===== config.mk =====
export PLATFORM = sky130hd
export DESIGN_NAME = fb_port_arbiter_flat
export DESIGN_NICKNAME = d
export VERILOG_FILES = /design/src/rtl/fb_port_arbiter_pkg.sv /design/src/rtl/fb_port_arbiter_if.sv /design/src/rtl/fb_wr_fifo.sv /design/src/rtl/fb_port_arbiter.sv /design/src/flat_wrapper.sv
export SDC_FILE = /design/constraint.sdc
export NUM_CORES = 1
export LEC_CHECK = 0
export CORE_UTILIZATION = 60
export DETAILED_ROUTE_END_ITERATION = 12
export PLACE_DENSITY = 0.87
export SYNTH_ARGS = -nofsm -noshare
export SYNTH_HDL_FRONTEND = slang
export SYNTH_HIERARCHICAL = 1
export SYNTH_SLANG_ARGS = --single-unit
export TNS_END_PERCENT = 20

===== constraint.sdc =====
create_clock -name pxlClk -period 11.7 [get_ports pxlClk]
set_clock_uncertainty 0.15 [all_clocks]
set_input_delay 1.755 -clock pxlClk [delete_from_list [all_inputs] [get_ports pxlClk]]
set_output_delay 1.755 -clock pxlClk [all_outputs]
set_load 0.05 [all_outputs]

===== src/rtl/fb_port_arbiter_pkg.sv =====
// Shared framebuffer widths, word type and the RAM grant encoding.
package fb_port_arbiter_pkg;

  localparam int unsigned FB_ADDR_W = 14;
  localparam int unsigned FB_DATA_W = 36;

  typedef logic [FB_DATA_W-1:0] fbWord_t;

  typedef enum logic [1:0] {
    GNT_IDLE  = 2'd0,
    GNT_READ  = 2'd1,
    GNT_WRITE = 2'd2
  } fb_gnt_e;

endpackage


===== src/rtl/fb_port_arbiter_if.sv =====
// Display-read, capture-write and RAM-side signals of the framebuffer port arbiter.
// The stall_cnt/max_level statistics exist only when FB_ARB_STATS_EN is defined.
interface fb_port_arbiter_if
  import fb_port_arbiter_pkg::*;
#(
  parameter int unsigned ADDR_W      = FB_ADDR_W,
  parameter int unsigned DATA_W      = FB_DATA_W,
  parameter int unsigned WFIFO_DEPTH = 8
);
  localparam int unsigned LVL_W = $clog2(WFIFO_DEPTH) + 1;

  logic              rd_req;
  logic [ADDR_W-1:0] rd_addr;
  logic [DATA_W-1:0] rd_data;
  logic              rd_valid;
  logic              wr_valid;
  logic              wr_ready;
  logic [ADDR_W-1:0] wr_addr;
  logic [DATA_W-1:0] wr_data;
  logic              vblank;
  logic              ram_en;
  logic              ram_we;
  logic [ADDR_W-1:0] ram_addr;
  logic [DATA_W-1:0] ram_wdata;
  logic [DATA_W-1:0] ram_rdata;
  logic [LVL_W-1:0]  fifo_level;
  logic              overflow;
`ifdef FB_ARB_STATS_EN
  logic [15:0]       stall_cnt;
  logic [LVL_W-1:0]  max_level;
`endif

  modport slave (
    input  rd_req, rd_addr, wr_valid, wr_addr, wr_data, vblank, ram_rdata,
    output rd_data, rd_valid, wr_ready, ram_en, ram_we, ram_addr, ram_wdata,
           fifo_level, overflow
`ifdef FB_ARB_STATS_EN
    , output stall_cnt, max_level
`endif
  );

  modport master (
    output rd_req, rd_addr, wr_valid, wr_addr, wr_data, vblank, ram_rdata,
    input  rd_data, rd_valid, wr_ready, ram_en, ram_we, ram_addr, ram_wdata,
           fifo_level, overflow
`ifdef FB_ARB_STATS_EN
    , input stall_cnt, max_level
`endif
  );

endinterface


===== src/rtl/fb_wr_fifo.sv =====
// Synchronous FIFO of {addr,data} write entries; DEPTH must be a power of two.
module fb_wr_fifo #(
  parameter int unsigned AW    = 14,
  parameter int unsigned DW    = 36,
  parameter int unsigned DEPTH = 8
) (
  input  logic                       clk_i,
  input  logic                       rst_ni,
  input  logic                       push_i,
  input  logic [AW-1:0]              addr_i,
  input  logic [DW-1:0]              data_i,
  input  logic                       pop_i,
  output logic [AW-1:0]              addr_o,
  output logic [DW-1:0]              data_o,
  output logic                       full_o,
  output logic                       empty_o,
  output logic [$clog2(DEPTH):0]     level_o
);
  localparam int unsigned PW = $clog2(DEPTH);
  localparam int unsigned LW = PW + 1;

  logic [AW+DW-1:0] mem_q [DEPTH];
  logic [PW-1:0]    wr_ptr_q, wr_ptr_d;
  logic [PW-1:0]    rd_ptr_q, rd_ptr_d;
  logic [LW-1:0]    count_q, count_d;

  assign full_o  = (count_q == LW'(DEPTH));
  assign empty_o = (count_q == '0);
  assign level_o = count_q;
  assign {addr_o, data_o} = mem_q[rd_ptr_q];

  // Pointers wrap naturally because DEPTH is a power of two.
  always_comb begin
    wr_ptr_d = wr_ptr_q;
    rd_ptr_d = rd_ptr_q;
    count_d  = count_q;
    if (push_i) wr_ptr_d = wr_ptr_q + PW'(1);
    if (pop_i)  rd_ptr_d = rd_ptr_q + PW'(1);
    case ({push_i, pop_i})
      2'b10:   count_d = count_q + LW'(1);
      2'b01:   count_d = count_q - LW'(1);
      default: count_d = count_q;
    endcase
  end

  always_ff @(posedge clk_i or negedge rst_ni) begin
    if (!rst_ni) begin
      wr_ptr_q <= '0;
      rd_ptr_q <= '0;
      count_q  <= '0;
    end else begin
      wr_ptr_q <= wr_ptr_d;
      rd_ptr_q <= rd_ptr_d;
      count_q  <= count_d;
    end
  end

  always_ff @(posedge clk_i) begin
    if (push_i) mem_q[wr_ptr_q] <= {addr_i, data_i};
  end

endmodule


===== src/rtl/fb_port_arbiter.sv =====
// Single-port framebuffer arbiter: display reads always win, capture writes are queued
// and retired in idle RAM cycles. FB_ARB_STATS_EN adds stall_cnt/max_level statistics.
module fb_port_arbiter
  import fb_port_arbiter_pkg::*;
#(
  parameter int unsigned ADDR_W      = FB_ADDR_W,
  parameter int unsigned DATA_W      = FB_DATA_W,
  parameter int unsigned WFIFO_DEPTH = 8,
  parameter int unsigned RD_LAT      = 1
) (
  input  logic               pxlClk,
  input  logic               rst_n,
  fb_port_arbiter_if.slave   bus
);
  localparam int unsigned LVL_W = $clog2(WFIFO_DEPTH) + 1;

  fb_gnt_e           gnt;
  logic              fifo_full, fifo_empty, fifo_push, fifo_pop;
  logic [ADDR_W-1:0] head_addr;
  logic [DATA_W-1:0] head_data;
  logic [LVL_W-1:0]  fifo_level;

  logic [RD_LAT-1:0] rd_pipe_q, rd_pipe_d;
  logic [DATA_W-1:0] rd_data_q, rd_data_d;
  logic              rd_valid_q, rd_valid_d;
  logic              vblank_q, vblank_rise;
  logic              overflow_q, overflow_d;

  always_comb begin
    gnt = GNT_IDLE;
    if (bus.rd_req)       gnt = GNT_READ;
    else if (!fifo_empty) gnt = GNT_WRITE;
  end

  assign fifo_pop     = (gnt == GNT_WRITE);
  // A pop in the same cycle frees the slot the offered entry needs.
  assign bus.wr_ready = !fifo_full || fifo_pop;
  assign fifo_push    = bus.wr_valid && bus.wr_ready;

  fb_wr_fifo #(
    .AW    (ADDR_W),
    .DW    (DATA_W),
    .DEPTH (WFIFO_DEPTH)
  ) u_wr_fifo (
    .clk_i   (pxlClk),
    .rst_ni  (rst_n),
    .push_i  (fifo_push),
    .addr_i  (bus.wr_addr),
    .data_i  (bus.wr_data),
    .pop_i   (fifo_pop),
    .addr_o  (head_addr),
    .data_o  (head_data),
    .full_o  (fifo_full),
    .empty_o (fifo_empty),
    .level_o (fifo_level)
  );

  always_comb begin
    bus.ram_en    = 1'b0;
    bus.ram_we    = 1'b0;
    bus.ram_addr  = '0;
    bus.ram_wdata = '0;
    case (gnt)
      GNT_READ: begin
        bus.ram_en   = 1'b1;
        bus.ram_addr = bus.rd_addr;
      end
      GNT_WRITE: begin
        bus.ram_en    = 1'b1;
        bus.ram_we    = 1'b1;
        bus.ram_addr  = head_addr;
        bus.ram_wdata = head_data;
      end
      default: ;
    endcase
  end

  // rd_pipe_q[RD_LAT-1] marks the cycle ram_rdata carries a requested word.
  always_comb begin
    rd_pipe_d[0] = bus.rd_req;
    for (int i = 1; i < int'(RD_LAT); i++) rd_pipe_d[i] = rd_pipe_q[i-1];
    rd_valid_d = rd_pipe_q[RD_LAT-1];
    rd_data_d  = rd_pipe_q[RD_LAT-1] ? bus.ram_rdata : rd_data_q;
  end

  assign vblank_rise = bus.vblank && !vblank_q;
  assign overflow_d  = overflow_q || (vblank_rise && fifo_full && bus.wr_valid);

  always_ff @(posedge pxlClk or negedge rst_n) begin
    if (!rst_n) begin
      rd_pipe_q  <= '0;
      rd_data_q  <= '0;
      rd_valid_q <= 1'b0;
      vblank_q   <= 1'b0;
      overflow_q <= 1'b0;
    end else begin
      rd_pipe_q  <= rd_pipe_d;
      rd_data_q  <= rd_data_d;
      rd_valid_q <= rd_valid_d;
      vblank_q   <= bus.vblank;
      overflow_q <= overflow_d;
    end
  end

  assign bus.rd_data    = rd_data_q;
  assign bus.rd_valid   = rd_valid_q;
  assign bus.fifo_level = fifo_level;
  assign bus.overflow   = overflow_q;

`ifdef FB_ARB_STATS_EN
  logic [15:0]      stall_cnt_q, stall_cnt_d;
  logic [LVL_W-1:0] max_level_q, max_level_d;

  always_comb begin
    stall_cnt_d = stall_cnt_q;
    max_level_d = max_level_q;
    if (vblank_rise) begin
      stall_cnt_d = '0;
      max_level_d = fifo_level;
    end else begin
      if (bus.wr_valid && !bus.wr_ready && (stall_cnt_q != 16'hFFFF)) begin
        stall_cnt_d = stall_cnt_q + 16'd1;
      end
      if (fifo_level > max_level_q) max_level_d = fifo_level;
    end
  end

  always_ff @(posedge pxlClk or negedge rst_n) begin
    if (!rst_n) begin
      stall_cnt_q <= '0;
      max_level_q <= '0;
    end else begin
      stall_cnt_q <= stall_cnt_d;
      max_level_q <= max_level_d;
    end
  end

  assign bus.stall_cnt = stall_cnt_q;
  assign bus.max_level = max_level_q;
`endif

endmodule


===== src/flat_wrapper.sv =====
// flat-port wrapper written by rule: the top's interface ports become plain ports
module fb_port_arbiter_flat import fb_port_arbiter_pkg::*;
#(
  parameter int unsigned ADDR_W      = FB_ADDR_W,
  parameter int unsigned DATA_W      = FB_DATA_W,
  parameter int unsigned WFIFO_DEPTH = 8,
  parameter int unsigned RD_LAT      = 1
)
  (pxlClk, rst_n, bus_rd_req, bus_rd_addr, bus_wr_valid, bus_wr_addr, bus_wr_data, bus_vblank, bus_ram_rdata, bus_rd_data, bus_rd_valid, bus_wr_ready, bus_ram_en, bus_ram_we, bus_ram_addr, bus_ram_wdata, bus_fifo_level, bus_overflow);
  fb_port_arbiter_if #(.ADDR_W(ADDR_W), .DATA_W(DATA_W), .WFIFO_DEPTH(WFIFO_DEPTH)) bus_i ();
  input  logic pxlClk;
  input  logic rst_n;
  input wire logic [$bits(bus_i.rd_req)-1:0] bus_rd_req;
  input wire logic [$bits(bus_i.rd_addr)-1:0] bus_rd_addr;
  input wire logic [$bits(bus_i.wr_valid)-1:0] bus_wr_valid;
  input wire logic [$bits(bus_i.wr_addr)-1:0] bus_wr_addr;
  input wire logic [$bits(bus_i.wr_data)-1:0] bus_wr_data;
  input wire logic [$bits(bus_i.vblank)-1:0] bus_vblank;
  input wire logic [$bits(bus_i.ram_rdata)-1:0] bus_ram_rdata;
  output wire logic [$bits(bus_i.rd_data)-1:0] bus_rd_data;
  output wire logic [$bits(bus_i.rd_valid)-1:0] bus_rd_valid;
  output wire logic [$bits(bus_i.wr_ready)-1:0] bus_wr_ready;
  output wire logic [$bits(bus_i.ram_en)-1:0] bus_ram_en;
  output wire logic [$bits(bus_i.ram_we)-1:0] bus_ram_we;
  output wire logic [$bits(bus_i.ram_addr)-1:0] bus_ram_addr;
  output wire logic [$bits(bus_i.ram_wdata)-1:0] bus_ram_wdata;
  output wire logic [$bits(bus_i.fifo_level)-1:0] bus_fifo_level;
  output wire logic [$bits(bus_i.overflow)-1:0] bus_overflow;
  assign bus_i.rd_req = bus_rd_req;
  assign bus_i.rd_addr = bus_rd_addr;
  assign bus_i.wr_valid = bus_wr_valid;
  assign bus_i.wr_addr = bus_wr_addr;
  assign bus_i.wr_data = bus_wr_data;
  assign bus_i.vblank = bus_vblank;
  assign bus_i.ram_rdata = bus_ram_rdata;
  assign bus_rd_data = bus_i.rd_data;
  assign bus_rd_valid = bus_i.rd_valid;
  assign bus_wr_ready = bus_i.wr_ready;
  assign bus_ram_en = bus_i.ram_en;
  assign bus_ram_we = bus_i.ram_we;
  assign bus_ram_addr = bus_i.ram_addr;
  assign bus_ram_wdata = bus_i.ram_wdata;
  assign bus_fifo_level = bus_i.fifo_level;
  assign bus_overflow = bus_i.overflow;
  fb_port_arbiter #(.ADDR_W(ADDR_W), .DATA_W(DATA_W), .WFIFO_DEPTH(WFIFO_DEPTH), .RD_LAT(RD_LAT)) u_core (.pxlClk(pxlClk), .rst_n(rst_n), .bus(bus_i));
endmodule

==> flow_metrics.env <==
export IMPL_rsz0062_at_grt="false"
export IMPL_netlist_top_cells_area="edfxtp_1 67%, mux4_1 10%, dfrtp_1 7.0%, mux4_2 4.0%, mux2_2 3.7%"
export IMPL_ctsHoldBuffers=0
export IMPL_crit_cells=5
export IMPL_status="completed"
export IMPL_worstPathMaxFanout=53
export IMPL_worstPathBufferInverterCount=2
export IMPL_synthCells=775
export IMPL_reg2reg_depth=6
export IMPL_netlist_area_um2=17900
export IMPL_synth_distinct_cells=32
export IMPL_root_buffer="clkbuf_16"
export IMPL_fin_hold_ws_ns=0.339
export IMPL_synth_simple_gate_area_share_pct=2.05
export IMPL_synth_top_family_by_area="multiplexers"
export IMPL_hold_violations=0
export IMPL_tns_ns=0
export IMPL_drc=0
export IMPL_synth_compound_area_share_pct=0.908
export IMPL_cts_max_level=2
export IMPL_syn_num_nets=885
export IMPL_synth_top_area_share_pct=67.0
export IMPL_cp_cell_sequence="buf_4, mux4_1, mux2_2, a22o_1, clkdlybuf4s50_1"
export IMPL_syn2layout_area_growth_pct=20.0
export IMPL_grt_max_degree=69
export IMPL_max_freq_mhz=161
export IMPL_port_buffers=199
export IMPL_synth_largest_area_cell="edfxtp_1"
export IMPL_p_per_area_nw_per_um2=239
export IMPL_die_y_um=175
export IMPL_synthAdderAreaFrac_pct=0.349
export IMPL_num_vias=8504
export IMPL_dp_hpwl_mm=19.7
export IMPL_cp_slowest_stage_delay_ns=0.98
export IMPL_timing_rr_start="u_core/u_wr_fifo/level_o[0]$_DFFE_PN0P_"
export IMPL_cts_reportedPaths_clkPinSlew_ns=0.06
export IMPL_rows=62
export IMPL_drt_iter0_markers=714
export IMPL_grt_antenna_before_repair=1
export IMPL_yosysSeqAreaShare_pct=74.0
export IMPL_clk_insertion_delay_late_ns=0.52
export IMPL_worstSetupEndpointType="output pin"
export IMPL_die_area_um2=30600
export IMPL_drt_first_pass_iters=4
export IMPL_tightest_slew_ns=1.12
export IMPL_io_pins=200
export IMPL_nNetsFinal=1106
export IMPL_overflow=0
export IMPL_grt_pass1_wl_mm=52.3
export IMPL_avgSynthCellArea_um2=23.1
export IMPL_yosys_register_bits=450
export IMPL_p_leak_nw=7.38
export IMPL_critPathLaunch="u_core/u_wr_fifo/rd_ptr_q[0]$_DFFE_PN0P_"
export IMPL_post_drt_via_cell_ratio=6.01
export IMPL_crit_arrival_ns=4.29
export IMPL_place_congestion=0.725
export IMPL_min_period_ns=6.19
export IMPL_path_delay_family="buffers and inverters"
export IMPL_required_ns=9.80
export IMPL_hold_path_startpoint="u_core/bus.overflow$_DFF_PN0_"
export IMPL_die_w_um=175
export IMPL_n_fill_cell=1567
export IMPL_cts_sinks=450
export IMPL_cts_tree="done"
export IMPL_drive_above_1_share_pct=20.3
export IMPL_peakVddDrop_uv=192
export IMPL_hold_depth=1
export IMPL_path_class="flip-flop to output pin"
export IMPL_period_share_pct=52.9
export IMPL_cts_resized=0
export IMPL_clk_path_buf_depth=3
export IMPL_yosys_warnings=6
export IMPL_relSlewSlack_pct=25.4
export IMPL_grt_usage_pct=23.2
export IMPL_synth_area_mux_share_pct=20.2
export IMPL_first_global_vias=8918
export IMPL_crit_path_start_kind="flip-flop"
export IMPL_initial_core_util_pct=61.8
export IMPL_drv_cap=0
export IMPL_setup_viol_count_final=0
export IMPL_synth_xor_area_share_pct=0.440
export IMPL_hp_class="flip-flop to flip-flop"
export IMPL_wire_per_inst_um=24.6
export IMPL_wl_mm=34.9
export IMPL_crit_path_top_delay_cell="dfrtp_4"
export IMPL_slew_viol_final=0
export IMPL_numCtsBuffers=44
export IMPL_cts_setup_buffers=0
export IMPL_core_area_um2=29000
export IMPL_final_antenna_net_count=0
[per-stage QoR]
step / std cells / area, um2 / total power, mW / utilization, % / setup slack [ns]
after CTS: 1414 / 21500 / 5.18 / 74.1 / 5.41
final: 1415 / 21500 / 5.13 / 74.1 / 5.51
after global routing: 1414 / 21500 / 5.33 / 74.1 / 5.30
after global placement: 1334 / 20200 / 3.86 / 69.7 / 5.63
after detailed placement: 1334 / 20200 / 3.90 / 69.7 / 5.50
after floorplan: 775 / 17900 / 3.40 / - / 4.09
[state kept, by name, indices dropped and copies added, names as in the netlist]
| name | cells |
|---|---|
| u_core/u_wr_fifo/mem_q | 400 |
| u_core/bus.rd_data | 36 |
| u_core/u_wr_fifo/level_o | 4 |
| u_core/u_wr_fifo/rd_ptr_q | 3 |
| u_core/u_wr_fifo/wr_ptr_q | 3 |
| u_core/bus.overflow | 1 |
| u_core/bus.rd_valid | 1 |
| u_core/rd_pipe_q | 1 |
| u_core/vblank_q | 1 |
[placed cells by master (no fill, tap or decap), drive strengths merged]
cell	count
clkdlybuf4s50	198
ha	5
nor2b	3
nor4b	1
nand2b	4
mux4	100
clkinvlp	2
nor2	8
a41o	1
nor4	1
nor3	2
o21ai	1
and2	37
xnor2	3
diode	1
a31oi	1
a21oi	2
dfrtp	50
o32ai	1
a22o	14
inv	3
xor2	6
clkinv	17
edfxtp	400
buf	16
or3	1
clkbuf	60
mux2	89
nand2	4
[worst paths after layout]
kind,endpoint,slack [ns]
worst min-delay path,u_core/bus.overflow$_DFF_PN0_,0.34
max in group asynchronous,u_core/u_wr_fifo/rd_ptr_q[1]$_DFFE_PN0P_,9.70
worst max register to register,u_core/u_wr_fifo/mem_q[4][5]$_DFFE_PP_,8.22
min in group asynchronous,u_core/u_wr_fifo/wr_ptr_q[0]$_DFFE_PN0P_,1.21
worst min register to register,u_core/bus.overflow$_DFF_PN0_,0.34
worst max-delay path,bus_ram_addr[1],5.51
[power by group]
group          leakage [nW]  total (mW)  switching (mW)  internal, mW
clock network         0.631        1.27           0.559         0.709
registers              4.21        2.14           0.137          2.00
logic                  2.54        1.72           0.956         0.766
[kinds of logic after synthesis]
logic type               after synthesis
multiplexers                         189
flip-flops                           450
AO/OA/AOI/OAI                         20
AND/OR/NAND/NOR                       61
buffers and inverters                 41
XOR/XNOR                               9
adder cells (fa/ha/maj)                5
[routing by layer]
metal	vias up	share of wire (%)	global-route usage [%]
met5	-	0	0
met4	0	1.8	5.72
met3	47	7.0	4.09
met2	358	51	39.9
met1	4400	40	31.2
li1	3699	-	-
[cells in the mapped netlist]
master	number
buf_12	3
buf_6	9
buf_8	8
ha_1	5
mux4_1	68
o32ai_1	1
nor4b_1	1
nor2_1	7
o21ai_0	1
buf_2	3
nor4_1	1
and2_1	37
a21oi_1	2
mux2_4	30
xnor2_1	3
nor2b_1	3
nand2_1	4
clkbuf_1	9
dfrtp_1	50
edfxtp_1	400
nand2b_1	4
buf_1	7
mux2_2	59
xor2_1	6
a41o_1	1
inv_1	2
a22o_1	14
nor2_8	1
a31oi_1	1
or3_1	1
nor3_1	2
mux4_2	32
[area by class of cell]
type                       instances  area (um2)  share of cell area, %
sequential                       450       13300                   61.7
multi-input combinational        284        4350                   20.2
timing repair buffer             214        2100                   9.76
clock buffer                      60        1180                   5.49
tap                              384         480                   2.23
clock inverter                    20         111                  0.518
inverter                           2        7.51                 0.0349
antenna                            1        2.50                 0.0116
Power figures use the tool's default switching activity.
